$ cat src/rtl/regfile_write_arbiter_if.sv
// Write-request bus between the writeback sources and the register-bank
// write arbiter. Requester i uses the slice i of each packed vector.
interface regfile_write_arbiter_if #(
  parameter int NUM_REQ = 4,
  parameter int DATA_W  = 32,
  parameter int ADDR_W  = 4
);
  logic [NUM_REQ-1:0]        req_valid;
  logic [NUM_REQ*ADDR_W-1:0] req_addr;
  logic [NUM_REQ*DATA_W-1:0] req_data;
  logic [NUM_REQ-1:0]        req_ready;

  // Writeback sources drive requests and observe the grant.
  modport master (
    output req_valid,
    output req_addr,
    output req_data,
    input  req_ready
  );

  // The arbiter consumes requests and returns the one-hot grant.
  modport slave (
    input  req_valid,
    input  req_addr,
    input  req_data,
    output req_ready
  );
endinterface

$ cat src/rtl/regfile_write_arbiter.sv
// Round-robin arbiter for the single register-bank write port, plus the
// busy-bit scoreboard that issue logic uses to detect RAW hazards.
// Writes are presented to the bank one cycle after their handshake.
// r0 is hardwired to zero: writes to it are consumed but never enabled,
// and it can never be marked busy.
module regfile_write_arbiter #(
  parameter int NUM_REQ = 4,
  parameter int DATA_W  = 32,
  parameter int ADDR_W  = 4
) (
  input  logic                   clock,
  input  logic                   reset_n,
  regfile_write_arbiter_if.slave bus,
  input  logic                   rsv_valid,
  input  logic [ADDR_W-1:0]      rsv_addr,
  output logic                   rsv_ready,
  input  logic [ADDR_W-1:0]      chk_addr1,
  input  logic [ADDR_W-1:0]      chk_addr2,
  output logic                   chk_busy1,
  output logic                   chk_busy2,
  output logic [2**ADDR_W-1:0]   busy_mask,
  output logic                   RegWrite,
  output logic [ADDR_W-1:0]      WriteRegister,
  output logic [DATA_W-1:0]      WriteData
);

  localparam int PTR_W = (NUM_REQ > 1) ? $clog2(NUM_REQ) : 1;

  logic [PTR_W-1:0]       rr_ptr;
  logic [PTR_W-1:0]       rr_ptr_nxt;
  logic [PTR_W-1:0]       win_idx;
  logic                   win_found;
  logic [ADDR_W-1:0]      win_addr;
  logic [DATA_W-1:0]      win_data;
  logic                   xfer;
  logic                   rsv_fire;
  logic [2**ADDR_W-1:0]   busy_nxt;

  // Requester index base+offset, wrapped into 0..NUM_REQ-1.
  function automatic logic [PTR_W-1:0] wrap_idx(input logic [PTR_W-1:0] base,
                                                input int offset);
    int sum;
    sum = int'(base) + offset;
    if (sum >= NUM_REQ) sum = sum - NUM_REQ;
    return PTR_W'(sum);
  endfunction

  // Priority search starting at rr_ptr; only req_valid feeds the grant.
  always_comb begin
    win_found = 1'b0;
    win_idx   = '0;
    for (int k = 0; k < NUM_REQ; k++) begin
      if (!win_found && bus.req_valid[wrap_idx(rr_ptr, k)]) begin
        win_found = 1'b1;
        win_idx   = wrap_idx(rr_ptr, k);
      end
    end
  end

  // One-hot grant back to the requesters, zero when nobody asks.
  always_comb begin
    bus.req_ready = '0;
    if (win_found) bus.req_ready[win_idx] = 1'b1;
  end

  // Winner's payload and the pointer that follows it.
  always_comb begin
    win_addr   = bus.req_addr[int'(win_idx)*ADDR_W +: ADDR_W];
    win_data   = bus.req_data[int'(win_idx)*DATA_W +: DATA_W];
    rr_ptr_nxt = (int'(win_idx) == NUM_REQ - 1) ? '0 : win_idx + 1'b1;
  end

  // A granted requester is by construction valid, so a winner means a transfer.
  assign xfer = win_found;

  // Round-robin pointer advances past the winner on every transfer.
  always_ff @(posedge clock or negedge reset_n) begin
    if (!reset_n) begin
      rr_ptr <= '0;
    end else if (xfer) begin
      rr_ptr <= rr_ptr_nxt;
    end
  end

  // Registered bank write; address and data hold when there is no transfer.
  always_ff @(posedge clock or negedge reset_n) begin
    if (!reset_n) begin
      RegWrite      <= 1'b0;
      WriteRegister <= '0;
      WriteData     <= '0;
    end else begin
      RegWrite <= xfer && (win_addr != '0);
      if (xfer) begin
        WriteRegister <= win_addr;
        WriteData     <= win_data;
      end
    end
  end

  // A reservation is refused while the target is still pending; r0 never is.
  assign rsv_ready = ~busy_mask[rsv_addr];
  assign rsv_fire  = rsv_valid && rsv_ready && (rsv_addr != '0);

  // Scoreboard update: clear on writeback, then set on reservation so that
  // a same-edge reservation of the register being written survives.
  always_comb begin
    busy_nxt = busy_mask;
    if (xfer)     busy_nxt[win_addr] = 1'b0;
    if (rsv_fire) busy_nxt[rsv_addr] = 1'b1;
    busy_nxt[0] = 1'b0;
  end

  // Scoreboard register.
  always_ff @(posedge clock or negedge reset_n) begin
    if (!reset_n) begin
      busy_mask <= '0;
    end else begin
      busy_mask <= busy_nxt;
    end
  end

  // Hazard lookups see registered state only.
  assign chk_busy1 = busy_mask[chk_addr1];
  assign chk_busy2 = busy_mask[chk_addr2];

endmodule

$ cat src/flat_wrapper.sv
// flat-port wrapper written by rule: the top's interface ports become plain ports
module regfile_write_arbiter_flat 
#(
  parameter int NUM_REQ = 4,
  parameter int DATA_W  = 32,
  parameter int ADDR_W  = 4
)
  (clock, reset_n, rsv_valid, rsv_addr, rsv_ready, chk_addr1, chk_addr2, chk_busy1, chk_busy2, busy_mask, RegWrite, WriteRegister, WriteData, bus_req_valid, bus_req_addr, bus_req_data, bus_req_ready);
  regfile_write_arbiter_if #(.NUM_REQ(NUM_REQ), .DATA_W(DATA_W), .ADDR_W(ADDR_W)) bus_i ();
  input  logic clock;
  input  logic reset_n;
  input  logic rsv_valid;
  input  logic [ADDR_W-1:0] rsv_addr;
  output logic rsv_ready;
  input  logic [ADDR_W-1:0] chk_addr1;
  input  logic [ADDR_W-1:0] chk_addr2;
  output logic chk_busy1;
  output logic chk_busy2;
  output logic [2**ADDR_W-1:0] busy_mask;
  output logic RegWrite;
  output logic [ADDR_W-1:0] WriteRegister;
  output logic [DATA_W-1:0] WriteData;
  input wire logic [$bits(bus_i.req_valid)-1:0] bus_req_valid;
  input wire logic [$bits(bus_i.req_addr)-1:0] bus_req_addr;
  input wire logic [$bits(bus_i.req_data)-1:0] bus_req_data;
  output wire logic [$bits(bus_i.req_ready)-1:0] bus_req_ready;
  assign bus_i.req_valid = bus_req_valid;
  assign bus_i.req_addr = bus_req_addr;
  assign bus_i.req_data = bus_req_data;
  assign bus_req_ready = bus_i.req_ready;
  regfile_write_arbiter #(.NUM_REQ(NUM_REQ), .DATA_W(DATA_W), .ADDR_W(ADDR_W)) u_core (.clock(clock), .reset_n(reset_n), .bus(bus_i), .rsv_valid(rsv_valid), .rsv_addr(rsv_addr), .rsv_ready(rsv_ready), .chk_addr1(chk_addr1), .chk_addr2(chk_addr2), .chk_busy1(chk_busy1), .chk_busy2(chk_busy2), .busy_mask(busy_mask), .RegWrite(RegWrite), .WriteRegister(WriteRegister), .WriteData(WriteData));
endmodule
$ cat config.mk
export PLATFORM = sky130hd
export DESIGN_NAME = regfile_write_arbiter_flat
export DESIGN_NICKNAME = d
export VERILOG_FILES = /design/src/rtl/regfile_write_arbiter_if.sv /design/src/rtl/regfile_write_arbiter.sv /design/src/flat_wrapper.sv
export SDC_FILE = /design/constraint.sdc
export NUM_CORES = 1
export LEC_CHECK = 0
export ABC_AREA = 1
export CAP_MARGIN = 0
export CORE_ASPECT_RATIO = 0.75
export CORE_MARGIN = 8
export CORE_UTILIZATION = 40
export CTS_CLUSTER_SIZE = 12
export DETAILED_ROUTE_END_ITERATION = 12
export GPL_TIMING_DRIVEN = 1
export MAX_ROUTING_LAYER = met4
export PLACE_DENSITY_LB_ADDON = 0.2
export RECOVER_POWER = 50
export SLEW_MARGIN = 20
export SYNTH_ARGS = -nofsm -noshare
export SYNTH_HDL_FRONTEND = slang
export SYNTH_SLANG_ARGS = --single-unit
$ cat constraint.sdc
create_clock -name clock -period 2.6 [get_ports clock]
set_input_delay 0.39 -clock clock [delete_from_list [all_inputs] [get_ports clock]]
set_output_delay 0.39 -clock clock [all_outputs]
set_load 0.01 [all_outputs]
==> impl_metrics.env, run 1 <==
export IMPL_status="finished with violations"
export IMPL_violations="max-capacitance violations, max-slew violations"
export IMPL_ir_drop_v=0.000981
export IMPL_path_cells="buf_4 -> nand2_2 -> nand2_4 -> nand2_1 -> inv_2 -> nor2_2 -> nand3_2 -> nand3_4 -> inv_2 -> ha_1 -> nand2_1 -> inv_1 -> clkdlybuf4s15_1"
export IMPL_syn_cell_area_um2=4170
export IMPL_p_total_mw=10.5
export IMPL_synth_mux_area_share_pct=0.481
export IMPL_crit_type="flip-flop to primary output"
export IMPL_clock_path_buffers=2
export IMPL_grt_max_degree=66
export IMPL_min_path_cells=2
export IMPL_ios=223
export IMPL_synth_top_family_by_area="simple AND/OR/NAND/NOR gates"
export IMPL_max_freq_mhz=391
export IMPL_cp_depth=13
export IMPL_grt_pass1_wl_mm=26.0
export IMPL_worst_clock_skew_ns=0.00564
export IMPL_fin_crit_sh_pct=98.5
export IMPL_rows=32
export IMPL_io_buffers=221
export IMPL_synth_compound_area_share_pct=22.0
export IMPL_route_vias_total=5151
export IMPL_finalWirelength_mm=16.2
export IMPL_die_x_um=134
export IMPL_p_leak_nw=3.14
export IMPL_die_area_um2=14000
export IMPL_stdcell_area_um2=6800
export IMPL_cp_max_fo=5
export IMPL_synth_adder_area_share_pct=1.20
export IMPL_grt_ovfl_total=0
export IMPL_drc=0
export IMPL_drv_cap=1
export IMPL_end_kind="primary output"
export IMPL_place_hpwl_mm=12.9
export IMPL_layout_common_cells="clkdlybuf4s50_1 (203), nand2_1 (123), nor2_1 (116), o21ai_0 (89), inv_1 (64)"
export IMPL_nNetsFinal=1040
export IMPL_critical_path_max_stage_delay_ns=0.47
export IMPL_yosys_register_bits=54
export IMPL_r2r_cells=13
export IMPL_gp_congestion=0.973
export IMPL_synth_area_leaders="dfrtp_1 (32%), nand2_1 (11%), nor2_1 (11%)"
export IMPL_yosysTopAreaCellShare_pct=32.4
export IMPL_synthSimpleGateAreaFrac_pct=32.0
export IMPL_cts_sinks=54
export IMPL_cp_slowest_cell="dfrtp_2"
export IMPL_synth_warnings=0
export IMPL_coreArea_um2=10200
export IMPL_yosysSeqAreaShare_pct=32.4
export IMPL_numCtsBuffers=5
export IMPL_area_growth_synth_to_final_pct=63.4
export IMPL_setup_viol=0
export IMPL_start_util_pct=40.8
export IMPL_cts_tree="built"
export IMPL_drt_iter0_drc=394
export IMPL_postCtsHoldBufs=0
export IMPL_cp_arrival_ns=2.17
export IMPL_postSynthCellCount=644
export IMPL_ant_nets=0
export IMPL_cp_top_family="simple AND/OR/NAND/NOR gates"
export IMPL_hold_path_class="flip-flop to flip-flop"
export IMPL_cp_required_ns=2.21
export IMPL_avgSynthCellArea_um2=6.47
export IMPL_syn_nets=811
export IMPL_first_pass_iters=5
export IMPL_synth_xor_area_share_pct=0
export IMPL_placed_cell_area_um2=6580
export IMPL_path_clk_slew_ns=0.07
export IMPL_drv_slew=35
export IMPL_antenna_found_initial=0
export IMPL_clkLatencyLatePin_ns=0.29
export IMPL_grt_pass1_vias=5201
export IMPL_hold_viol_final=0
export IMPL_cts_root_buffer="clkbuf_16"
export IMPL_die_y_um=104
export IMPL_p_per_area_nw_per_um2=1550
export IMPL_path_buf_inv=5
export IMPL_relSlewSlack_pct=-32.3
export IMPL_drive_gt1_share_pct=10.4
export IMPL_grt_usage_pct=22.9
export IMPL_rsz0062_at_grt="yes"
export IMPL_ys_types=35
export IMPL_synth_area_leader_cell="dfrtp_1"
export IMPL_num_antenna_cells=0
export IMPL_layout_commonest_cell="clkdlybuf4s50_1"
export IMPL_routedWlPerCell_um=16.1
export IMPL_vias_per_cell=5.10
export IMPL_critPathLaunchType="flip-flop"
export IMPL_htree_levels=2
export IMPL_worst_pin_slew_ns=1.98
export IMPL_layout_min_cycle_time_ns=2.56
metrics by stage:
step	TNS, ns	hold WS, ns	cells	utilization (%)	setup WS [ns]
2_1_floorplan	0	0.0944	644	-	0.330
3_3_place_gp	-1.58	0.469	998	64.4	-0.177
3_5_place_dp	-6.57	0.469	998	64.4	-0.290
4_1_cts	0	0.232	1010	66.6	0.0168
5_1_grt	-2.01	0.491	1010	66.6	-0.0927
6_report	0	0.480	1010	66.6	0.0399
path summary, 6_finish.rpt:
check,from,end,slack [ns]
max,u_core.rr_ptr[0],bus_req_ready[1],0.04
min,u_core.WriteRegister[0],u_core.WriteRegister[0],0.48
max reg2reg,u_core.rr_ptr[0],u_core.WriteData[8],0.15
min reg2reg,u_core.WriteRegister[0],u_core.WriteRegister[0],0.48
max in group asynchronous,reset_n,u_core.WriteData[12],0.64
min in group asynchronous,reset_n,u_core.rr_ptr[0],0.65
synthesized netlist by cell type (all sizes together):
cell type,instances
nand2,139
nor2,125
o21ai,115
inv,73
dfrtp,54
a31oi,33
nand3,32
buf,21
clkbuf,15
nand4,8
a21oi,4
ha,4
o22ai,4
a22oi,3
a211oi,2
mux2i,2
nor3,2
o21bai,2
o32ai,2
a31o,1
and3,1
conb,1
o221ai,1
cell type report:
class                   instances  area (um^2)
fillers                       908         3410
repair buffers                258         2460
multi-input cells             481         2370
flip-flops and latches         54         1350
inverters                      73          282
well taps                     136          170
clock buffers                   5          125
clock inverters                 3         48.8
sequential cells by signal (all words and copies together) (netlist names):
register and count:
u_core.busy_mask 15, u_core.WriteRegister 4, u_core.WriteData 32, u_core.RegWrite 1
u_core.rr_ptr 2
report_power, final:
group	switching [mW]	internal, mW
logic	4.80	3.23
registers	0.354	1.36
clock network	0.316	0.462
worst min-delay path, delay by kind of cell, from the launching register on:
family / cells / cell delay, ns
flops: 1 / 0.34
simple gates: 2 / 0.10
metal layers:
metal	share of wire, %	up-vias	global-route usage [%]	wire length (um)
met5	0	-	-	0
met4	1.5	0	4.64	238
met3	9.8	18	7.53	1590
met2	48	246	39.4	7830
met1	40	2320	25.5	6560
li1	-	2567	-	-
what timing repair did:
item | CTS | global route
pin swaps | 4 | 1
resized for setup | 21 | 11
setup endpoints to repair | 8 | 42
buffers inserted | 4 | 0
cloned | 0 | 0
logic make-up (layout without fill, tap and decap cells):
family,count (synthesis),count (layout)
simple gates,307,307
compound gates,167,167
buf+inv,109,339
flops,54,54
fa+ha+maj,4,4
mux,2,2
other cells,1,1
Power figures use the tool's default switching activity.
==> run 2, diff against run 1 <==
--- a/config.mk
+++ b/config.mk
@@ -9,7 +9,7 @@
 export CAP_MARGIN = 0
 export CORE_ASPECT_RATIO = 0.75
 export CORE_MARGIN = 8
-export CORE_UTILIZATION = 40
+export CORE_UTILIZATION = 43
 export CTS_CLUSTER_SIZE = 12
 export DETAILED_ROUTE_END_ITERATION = 12
 export GPL_TIMING_DRIVEN = 1
==> constraint.sdc (replaced) <==
create_clock -name clock -period 3 [get_ports clock]
set_input_delay 0.45 -clock clock [delete_from_list [all_inputs] [get_ports clock]]
set_output_delay 0.45 -clock clock [all_outputs]
set_load 0.01 [all_outputs]
==> run 2 against run 1 <==
The flow still finishes with violations (max-capacitance violations, max-slew violations). Flip-flop and latch count unchanged. First-iteration DRC count decreased by 16%. Combinational power decreased by 18%. Critical path type is now primary input to primary output. Largest cell class unchanged. Highest routed layer unchanged.
==> impl_metrics.env, run 2 (synthesized netlist as in run 1, its figures left out) <==
export IMPL_finalWirelength_mm=15.3
export IMPL_worstHoldEndpoint="u_core.WriteRegister[3]"
export IMPL_grt_pass1_vias=4809
export IMPL_rsz0062_at_grt="no"
export IMPL_clkLatencyLatePin_ns=0.29
export IMPL_cts_sinks=54
export IMPL_p_int_mw=4.14
export IMPL_coreArea_um2=9540
export IMPL_p_leak_nw=3.10
export IMPL_path_clk_slew_ns=0.07
export IMPL_grt_ovfl_total=0
export IMPL_violations="max-capacitance violations, max-slew violations"
export IMPL_layout_commonest_cell="clkdlybuf4s50_1"
export IMPL_worst_pin_slew_ns=1.89
export IMPL_gp_congestion=0.884
export IMPL_die_x_um=130
export IMPL_drt_met1_wl_mm=6.13
export IMPL_drv_slew=36
export IMPL_critPathLaunchType="primary input"
export IMPL_drv_cap=1
export IMPL_r2r_end="u_core.busy_mask[2]"
export IMPL_top_regs="u_core.WriteData (32), u_core.busy_mask (15), u_core.WriteRegister (4)"
export IMPL_routedWlPerCell_um=15.6
export IMPL_cp_required_ns=2.55
export IMPL_vias_per_cell=5.06
export IMPL_relSlewSlack_pct=-26.0
export IMPL_rrSetupSlack_ns=0.49
export IMPL_highest_layer="met4"
export IMPL_place_inst=977
export IMPL_seq_power_share_pct=17.0
export IMPL_end_kind="primary output"
export IMPL_path_common_cell="clkdlybuf4s50_1"
export IMPL_setup_viol=0
export IMPL_p_per_area_nw_per_um2=1310
export IMPL_rows=31
export IMPL_nNetsFinal=1019
export IMPL_grt_max_degree=67
export IMPL_drive_gt1_share_pct=7.15
export IMPL_status="finished with violations"
export IMPL_num_antenna_cells=0
export IMPL_io_buffers=221
export IMPL_hp_start="u_core.WriteRegister[3]"
export IMPL_hold_slack_ns=0.482
export IMPL_numCtsBuffers=5
export IMPL_cts_tree="built"
export IMPL_cp_slowest_cell="clkdlybuf4s50_1"
export IMPL_htree_levels=2
export IMPL_ir_drop_v=0.00147
export IMPL_p_sw_mw=4.55
export IMPL_start_util_pct=43.7
export IMPL_cts_root_buffer="clkbuf_16"
export IMPL_reg2reg_from="u_core.rr_ptr[0]"
export IMPL_critical_path_max_stage_delay_ns=0.66
export IMPL_switching_share_pct=52.4
export IMPL_crit_type="primary input to primary output"
export IMPL_hold_viol_final=0
export IMPL_path_buf_inv=3
export IMPL_cp_max_fo=10
export IMPL_die_y_um=101
export IMPL_route_vias_total=4989
export IMPL_dp_slack_ns=0.0523
export IMPL_layout_common_cells="clkdlybuf4s50_1 (186), nand2_1 (125), nor2_1 (118), o21ai_0 (90), inv_1 (65)"
export IMPL_fin_crit_sh_pct=95.9
export IMPL_hold_path_class="flip-flop to flip-flop"
export IMPL_power_frac_comb_pct=76.1
export IMPL_place_hpwl_mm=12.3
export IMPL_grt_pass1_wl_mm=23.8
export IMPL_ant_nets=0
export IMPL_cp_top_family="buffers and inverters"
export IMPL_largest_reg_flops=32
export IMPL_max_freq_mhz=348
export IMPL_layout_min_cycle_time_ns=2.88
export IMPL_r2r_cells=15
export IMPL_clock_path_buffers=2
export IMPL_worst_clock_skew_ns=0.00631
export IMPL_antenna_found_initial=0
export IMPL_die_area_um2=13100
export IMPL_grt_usage_pct=23.4
export IMPL_setup_tns_ns=0
export IMPL_wl_met2_mm=7.40
export IMPL_min_path_cells=2
export IMPL_ios=223
export IMPL_route_met3_wl_mm=1.63
export IMPL_drt_iter0_drc=329
export IMPL_layout_cells_non_filler=985
export IMPL_largest_register="u_core.WriteData"
export IMPL_cp_arrival_ns=2.43
export IMPL_path_cells="clkdlybuf4s50_1 -> inv_1 -> nor3_1 -> a211oi_1 -> o32ai_1 -> clkdlybuf4s50_1"
export IMPL_drc=0
export IMPL_first_pass_iters=5
export IMPL_cts_setup_buffers=0
export IMPL_clock_power_share_pct=6.9
export IMPL_worst_slack_ns=0.124
export IMPL_area_growth_synth_to_final_pct=59.0
run 2: changes by cell type in the layout (fill, tap and decap cells not counted), moves of 2 or more:
| cell | delta |
|---|---|
| nand3_1 | +3 |
| nand2_2 | -2 |
| nand3_2 | -3 |
| nor2_1 | +2 |
| dlygate4sd3_1 | +19 |
| clkinv_4 | +2 |
| dlymetal6s2s_1 | +6 |
| dlygate4sd2_1 | -5 |
| buf_4 | -19 |
| clkdlybuf4s50_1 | -17 |
| clkbuf_1 | -2 |
| nand2_1 | +2 |
run 2: what timing repair did:
item | CTS | global route
hold buffers | 0 | 0
resized for setup | 1 | 10
cloned | 0 | 0
pin swaps | 0 | 0
endpoints found under the setup margin | 4 | 5
run 2: worst max-delay path by stage:
stage                                 from  depth (start not counted)          endpoint  slack [ns]
after global routing          chk_addr2[0]                          5         chk_busy2        0.01
after floorplan           u_core.rr_ptr[0]                         15  bus_req_ready[0]        0.67
final                         chk_addr1[0]                          6         chk_busy1        0.12
after detailed placement  bus_req_valid[1]                         14  bus_req_ready[2]        0.05
after CTS                 bus_req_valid[1]                         14  bus_req_ready[2]        0.06
after global placement    bus_req_valid[3]                         14  bus_req_ready[3]        0.10
run 2: through the flow:
stage	power, mW	cell area (um^2)	util, %
after detailed placement	8.19	6450	67.6
after global routing	9.62	6620	69.4
after CTS	8.83	6600	69.2
after floorplan	6.11	4170	-
after global placement	8.04	6450	67.6
final	8.69	6620	69.4
run 2: cell type report:
class                      instances  area (um^2)
fill                             840         2920
timing repair buffer             237         2330
multi-input combinational        481         2330
sequential                        54         1350
inverter                          73          282
tap                              132          165
clock buffer                       6          139
clock inverter                     2         17.5
run 2: routing by layer:
metal  track usage (%)  vias up
met5                 -        -
met1              27.7     2254
met4              5.52        0
met2              37.7      204
li1                  -     2521
met3              8.05       10
run 2: power by group through the flow:
stage / clock network (mW) / logic [mW] / registers (mW)
after detailed placement: 0 / 6.69 / 1.50
after floorplan: 0 / 4.54 / 1.57
after global routing: 0.644 / 7.46 / 1.52
final: 0.602 / 6.61 / 1.48
after global placement: 0 / 6.56 / 1.49
after CTS: 0.623 / 6.72 / 1.48
run 2: tightest hold or removal path: stages (launching register included):
cell and delay [ns]:
dfrtp_1 0.34, nand2_1 0.05, nand2_1 0.05
